==> src/rtl/run_sequencer.sv <==
// Sequences one program run of the 9-bit-ISA core: entry select, held reset, counted RUN, freeze.
// Optional watchdog enabled by defining RUN_SEQ_WATCHDOG_EN.
module run_sequencer #(
  parameter int D          = 12,
  parameter int CNT_W      = 16,
  parameter int RST_CYCLES = 2,
  parameter int TIMEOUT    = 4096,
  parameter int PROG0_ADDR = 0,
  parameter int PROG1_ADDR = 256,
  parameter int PROG2_ADDR = 512
) (
  input  logic             clk,
  input  logic             reset,
  input  logic             req,
  input  logic [1:0]       prog_sel,
  input  logic             core_done,
  output logic             core_reset,
  output logic             core_run,
  output logic [D-1:0]     start_addr,
  output logic             done,
  output logic             busy,
  output logic [CNT_W-1:0] cycle_count,
  output logic             timeout
);

  localparam int RC_W = (RST_CYCLES > 2) ? $clog2(RST_CYCLES) : 1;
  localparam logic [RC_W-1:0] RC_LOAD = RC_W'(RST_CYCLES - 1);
  localparam logic [CNT_W-1:0] CNT_ONE = {{(CNT_W-1){1'b0}}, 1'b1};

  typedef enum logic [1:0] {
    IDLE     = 2'd0,
    CORE_RST = 2'd1,
    RUN      = 2'd2,
    FINISH   = 2'd3
  } state_t;

  state_t          state_r;
  logic            req_d_r;
  logic [1:0]      sel_r;
  logic [RC_W-1:0] rst_cnt_r;
  logic            start_s;

  assign start_s    = req & ~req_d_r;
  assign core_reset = (state_r == IDLE) || (state_r == CORE_RST);
  assign core_run   = (state_r == RUN);
  assign busy       = (state_r == CORE_RST) || (state_r == RUN);

`ifdef RUN_SEQ_WATCHDOG_EN
  localparam logic [CNT_W-1:0] WD_LAST = CNT_W'(TIMEOUT - 1);
  logic timeout_r;
  assign timeout = timeout_r;
`else
  localparam logic [CNT_W-1:0] CNT_MAX = {CNT_W{1'b1}};
  assign timeout = 1'b0;
`endif

  // Entry address decode from the latched program select
  always_comb begin
    start_addr = D'(PROG0_ADDR);
    case (sel_r)
      2'd0:    start_addr = D'(PROG0_ADDR);
      2'd1:    start_addr = D'(PROG1_ADDR);
      2'd2:    start_addr = D'(PROG2_ADDR);
      default: start_addr = D'(PROG0_ADDR);
    endcase
  end

  // Start-edge detector register
  always_ff @(posedge clk or negedge reset) begin
    if (!reset) begin
      req_d_r <= 1'b0;
    end else begin
      req_d_r <= req;
    end
  end

  // Run sequencing FSM with registered done/count/timeout
  always_ff @(posedge clk or negedge reset) begin
    if (!reset) begin
      state_r     <= IDLE;
      sel_r       <= 2'd0;
      rst_cnt_r   <= {RC_W{1'b0}};
      done        <= 1'b0;
      cycle_count <= {CNT_W{1'b0}};
`ifdef RUN_SEQ_WATCHDOG_EN
      timeout_r   <= 1'b0;
`endif
    end else begin
      case (state_r)
        IDLE, FINISH: begin
          // A fresh start is accepted from both idle states; FINISH otherwise holds results
          if (start_s) begin
            sel_r       <= prog_sel;
            cycle_count <= {CNT_W{1'b0}};
            rst_cnt_r   <= RC_LOAD;
            done        <= 1'b0;
            state_r     <= CORE_RST;
`ifdef RUN_SEQ_WATCHDOG_EN
            timeout_r   <= 1'b0;
`endif
          end else begin
            done <= (state_r == FINISH);
          end
        end
        CORE_RST: begin
          if (rst_cnt_r == {RC_W{1'b0}}) begin
            state_r <= RUN;
          end else begin
            rst_cnt_r <= rst_cnt_r - {{(RC_W-1){1'b0}}, 1'b1};
          end
        end
        RUN: begin
`ifdef RUN_SEQ_WATCHDOG_EN
          cycle_count <= cycle_count + CNT_ONE;
          // core_done takes priority over a coincident watchdog expiry
          if (core_done) begin
            timeout_r <= 1'b0;
            done      <= 1'b1;
            state_r   <= FINISH;
          end else if (cycle_count == WD_LAST) begin
            timeout_r <= 1'b1;
            done      <= 1'b1;
            state_r   <= FINISH;
          end
`else
          if (cycle_count != CNT_MAX) begin
            cycle_count <= cycle_count + CNT_ONE;
          end
          if (core_done) begin
            done    <= 1'b1;
            state_r <= FINISH;
          end
`endif
        end
        default: begin
          state_r <= IDLE;
          done    <= 1'b0;
        end
      endcase
    end
  end

endmodule

==> config.mk <==
export PLATFORM = sky130hd
export DESIGN_NAME = run_sequencer
export DESIGN_NICKNAME = d
export VERILOG_FILES = /design/src/rtl/run_sequencer.sv
export SDC_FILE = /design/constraint.sdc
export NUM_CORES = 1
export LEC_CHECK = 0
export ABC_AREA = 0
export BUFFER_PORTS_ARGS = -buffer_cell sky130_fd_sc_hd__buf_2
export CAP_MARGIN = 0
export CORE_MARGIN = 3
export CORE_UTILIZATION = 41
export DETAILED_ROUTE_END_ITERATION = 10
export HOLD_SLACK_MARGIN = 0.06
export PLACE_DENSITY_LB_ADDON = 0.05
export SKIP_LAST_GASP = 1
export SYNTH_ARGS = -nofsm -noshare
export SYNTH_HDL_FRONTEND = slang
export SYNTH_SLANG_ARGS = --single-unit
==> constraint.sdc <==
create_clock -name clk -period 4.4 [get_ports clk]
set_input_delay 0.66 -clock clk [delete_from_list [all_inputs] [get_ports clk]]
set_output_delay 0.66 -clock clk [all_outputs]
set_load 0.1 [all_outputs]
* Word level (Yosys, flattened, before mapping)
Cells that the tools add are included.
** Operators by class
- Reductions and logical operators :: 11
- Add/subtract/negate cells :: 2
- Equal/unequal tests :: 10
- Multiplexer cells :: 14
- Bitwise gates (word level) :: 2
** Operator list (number)
- $mux 16 :: 2
- $pmux 16 s2 :: 1
- $pmux 10 s2 :: 1
- $add 16x1->16 const B :: 1
- $ne 16x16->1 const B :: 1
- $eq 2x2->1 const B :: 3
- $mux 2 :: 3
- $ne 2x2->1 const B :: 3
- $pmux 2 s3 :: 1
- $reduce_and 2->1 :: 3
- $reduce_and 3->1 :: 2
- $eq 2x1->1 const B :: 2
- $mux 1 :: 4
- $pmux 1 s2 :: 2
- $reduce_bool 2->1 :: 2
- $logic_not 2->1 :: 1
- $logic_or 1x1->1 :: 2
- $ne 2x1->1 const B :: 1
- $reduce_or 2->1 :: 1
- $and 1x1->1 :: 1
- $not 1->1 :: 1
- $sub 1x1->1 const B :: 1
** Word-level totals
- Register bits after elaboration :: 23
- Output and inout bits :: 33
- Input bits :: 6
- Word-level logic and storage cells :: 45

* Depth between registers and ports, before layout
- Depth in word-level cells :: 4
- Mapped depth :: 7
- Gate-level depth less buffers :: 6

* Least setup slack after synthesis
No wires, ideal clock.
- Kind :: register -> register
- Start point :: register cycle_count[1]
- End point :: register cycle_count[4]
- Path slack :: 1.815 ns
- Required time :: 4.277 ns
- Setup time :: 0.123 ns
- Data arrival time :: 2.461 ns
- Cell stages (with the launch flop) :: 7
- Clock period less this slack :: 2.585 ns
- Path buffers :: 1
- Cells stage by stage :: dfrtp_1 -> ha_1 -> nand3_1 -> or4_4 -> o21a_1 -> buf_6 -> a32o_1
** On the way
- Word-level cells in the longest chain between the ends :: 3
- Elaborated cells on any way between the ends :: 6
- Those cells by class :: add/sub: 1; eq/ne: 2; mux: 2; reduce/logical: 1
** Ends and longest elaborated chain
- start: declaration :: RTL line 22 : output logic [CNT_W-1:0] cycle_count,
- start signal: assignment :: RTL line 84 : cycle_count <= {CNT_W{1'b0}};
- start signal: assignment :: RTL line 94 : cycle_count <= {CNT_W{1'b0}};
- start signal: assignment :: RTL line 127 : cycle_count <= cycle_count + CNT_ONE;
- $add 16x1->16 or $ne 16x16->1 (tied branches) :: RTL line 127, 126
- $mux 16 or $ne 2x1->1 (tied branches)
- $pmux 16 s2 or $reduce_and 3->1 (tied branches)
Parallel ways exist; a longest one is shown, timed or not. The select of a mux whose other input is x is not followed.
A chain may end at the register's enable or synchronous reset.

* Worst setup path in the final report
- Start point :: register state_r[0]
- End point :: output core_run
** On the way
- Word-level cells in the longest chain between the ends :: 1
** Ends and longest elaborated chain
- start: declaration :: RTL line 37 : state_t state_r;
- start signal: assignment :: RTL line 80 : state_r <= IDLE;
- start signal: assignment :: RTL line 97 : state_r <= CORE_RST;
- start signal: assignment :: RTL line 107 : state_r <= RUN;
- $eq 2x2->1 :: RTL line 45 : assign core_run = (state_r == RUN);
- end: declaration :: RTL line 18 : output logic core_run,
No other way between the ends.

==> summary.txt <==
Die
  • Die Ht: about 65 um
  • Die Span X: 65.27 um
  • # IOs: 39
  • DIE AREA: between 4000 and 5000 um2
  • Cell Rows: 20
  • Effective utilization at floorplan: 0.4496
  • Core Region: roughly 3200 um2

Power and ir drop
  • Power per cell area: 664.5 nW/um2
  • Comb pwr share: 0.646
  • Lkg Pwr: 0.0007704 uW
  • VDD IR max: between 0.0003 and 0.0004 V
  • Sequential power share: 0.258
  • Clock power share: 0.096
  • Switching Share: 0.6059
  • Pint: ~410 uW
  • P_sw: 637.7 uW

Detailed routing
  • WL met2: ~1500 um
  • Wire per inst: roughly 15 um
  • ANT nets after route: 0
  • Drt drc: 0
  • Met3 WL post-DR: 201 um
  • Vias per cell: 5.581
  • Total length of routed wires: around 3300 um
  • Via count: 1267
  • Pre-antenna DRT Iters: 4
  • Met1 WL: 1551 um
  • DRT iter0 DRCs: ~70
  • Highest routed layer: met4

Synthesis
  • Syn. warnings: 0
  • Yosys reg bits: 23
  • Post-synth EDFFs: 0
  • Avg Cell Area, Syn: approximately 9.1 um2
  • Ys async rst share: 1.000
  • Most frequently used flop master after synthesis: dfrtp_1
  • Xor/xnor cell area share of the yosys netlist: 0
  • Post-synthesis cell count: roughly 160
  • Post-Syn Area: around 1400 um2
  • Synth Area in Compound Gates: 0.2111
  • Main combinational cell family by area after synthesis: simple AND/OR/NAND/NOR gates
  • Synth Area in Simple Gates: 0.2155
  • Mux cell area share after synthesis: 0.02259
  • Post-synthesis adder-cell area fraction: 0.04344
  • Register area share after synthesis: 0.3997
  • Post-synthesis cell type count: 42

Setup path
  • Largest fanout on the critical path: 24
  • CP delay by family, top: adder cells
  • Slowest cell on the critical path: ha_1
  • Sum of buffers and inverters on the critical path: 2
  • WS Path Type: register to primary output
  • CP Cell Sequence: inv_1 -> ha_1 -> buf_2
  • CP arrival: ~2.1 ns
  • Crit start category: register
  • CP max stage delay: 0.72 ns
  • Worst EP required: roughly 3.7 ns
  • Critical path endpoint category: primary output

STA
  • # setup viols final: 0
  • RSZ-0062 raised after global routing: false
  • Min Hold Slack: 0.2896 ns
  • Final Hold Vio Count: 0
  • Clock Skews: a little under 0.006 ns
  • Final setup TNS: 0 ns
  • Worst Max-Slew Pin Slew: 0.8753 ns
  • F_max: 356.7 MHz
  • Final worst-path cycle share: 0.6371
  • Clock period minus worst slack: between 2 and 3 ns
  • Slew HR: 0.4165
  • Final Max Tran Viols: 0

Clocking
  • CTS Buf Count: 3
  • CTS max path bufs: 2
  • Post-CTS resize count: 0
  • Clk Latency, worst-skew pair: between 0.3 and 0.4 ns
  • H-tree depth: 1
  • Clk slew on worst S/H paths: roughly 0.13 ns
  • Clk sinks: 23
  • CTS tree: done
  • CTS Root Cell: clkbuf_4
  • Post-CTS Hold Fix Bufs: 0
  • Post-CTS Setup Bufs: 0

Final layout
  • Area growth from synthesis to layout: 9.991%
  • Number of fill cells in the layout: roughly 320
  • Most common cell after layout, fill and taps aside: buf_2
  • Number of diodes: 0
  • Final #Nets: roughly 200
  • Most frequent cells in the layout: buf_2, dfrtp_1, nand2_1, conb_1, inv_1
  • Share of layout cells above drive strength 1: 0.1913

Placement
  • Hpwl dp: roughly 2400 um
  • Gp weighted congestion: between 0.8 and 0.9
  • Input/output buffers: 27

GRT
  • First-pass GRT wire length: just under 6000 um
  • Global Route Usage Sum: 0.1727
  • Overflow after GRT: 0
  • Pin count of the biggest net entering global routing: 25
  • Initial antenna violation count: 0
  • Vias in the first global route: between 1000 and 1500

Job
  • Number of max-cap violations: 0

Worst hold path
  • Hold Crit Class: input port to async pin

Outcome
  • Outcome: finished, final reports clean
==> routing by layer <==
layer  up-vias  GRT usage
met1       599     0.2392
li1        618          -
met3         4    0.03077
met2        46     0.2705
met5         -          0
met4         0    0.05959
==> cells by family (layout without fill, tap and decap cells) <==
| group | count (synthesis) | count (layout) |
|---|---|---|
| buffers and inverters | 27 | 42 |
| and+or+nand+nor | 58 | 58 |
| adders and majority gates | 5 | 5 |
| muxes | 3 | 3 |
| DFF | 23 | 23 |
| AOI/OAI and AO/OA | 41 | 41 |
| other | 1 | 11 |
==> metrics by stage <==
step / cell area [um2] / cells / total power (uW) / util / worst slack (ns)
2_1_floorplan: 1478 / 168 / 874.1 / - / 1.815
3_3_place_gp: 1558 / 223 / 951.4 / 0.4863 / 1.938
3_5_place_dp: 1558 / 223 / 953.0 / 0.4863 / 1.865
4_1_cts: 1584 / 227 / 1057 / 0.4945 / 1.600
5_1_grt: 1584 / 227 / 1128 / 0.4945 / 1.441
6_report: 1584 / 227 / 1053 / 0.4945 / 1.597
==> worst paths after layout <==
check	endpoint	slack (ns)	start	cells after the start
max in group asynchronous	cycle_count[10]	3.76	reset	1
min in group clk	req_d_r	0.47	req	1
worst max-delay path	core_run	1.60	state_r[0]	3
worst min-delay path	state_r[0]	0.29	reset	1
worst min register to register	sel_r[1]	0.55	sel_r[1]	1
worst max register to register	cycle_count[12]	1.79	state_r[0]	6
==> registers in the layout (all words and copies together), names as in the netlist <==
name         cells
sel_r            2
req_d_r          1
cycle_count     16
state_r          2
rst_cnt_r        1
done             1
==> worst register-to-register path: cells and delay by family (launching register included) <==
kind | cells | cell delay, ns
AO/OA/AOI/OAI | 3 | 0.78
adder cells (fa/ha/maj) | 1 | 0.72
buffers and inverters | 2 | 0.63
flip-flops | 1 | 0.43
==> cell type report <==
class / count / area (um2) / share of cell area
sequential: 23 / 575.6 / 0.3633
timing repair buffer: 27 / 135.1 / 0.08531
inverter: 11 / 41.29 / 0.02607
clock buffer: 4 / 26.28 / 0.01659
tap: 44 / 55.05 / 0.03476
multi-input combinational: 118 / 750.7 / 0.4739
==> power by group through the flow <==
stage / clock [uW] / sequential [uW] / combinational [uW]
after detailed placement: 0 / 275 / 678
after global placement: 0 / 273 / 678
final: 101 / 272 / 679
after floorplan: 0 / 341 / 533
after CTS: 106 / 271 / 680
after global routing: 116 / 277 / 735
==> synthesized netlist by cell type (2+ instances only) <==
library cell,count,area share
dfrtp_1,23,0.40
nand2_1,14,0.036
buf_4,11,0.057
inv_1,10,0.026
nor2_1,8,0.021
a21oi_1,7,0.024
o21ai_0,7,0.024
nand3_1,6,0.021
a32o_1,5,0.035
ha_1,5,0.043
nand4_1,5,0.022
nor2b_1,5,0.022
nor3_1,5,0.017
a211o_1,4,0.024
o221ai_1,4,0.024
and3_1,3,0.013
clkbuf_1,3,0.0078
nor4_1,3,0.013
o211ai_1,3,0.016
and4_1,2,0.012
mux2_2,2,0.016
nand2b_1,2,0.0087
o21a_1,2,0.010
Note: power is estimated with default switching activity, not from simulation.
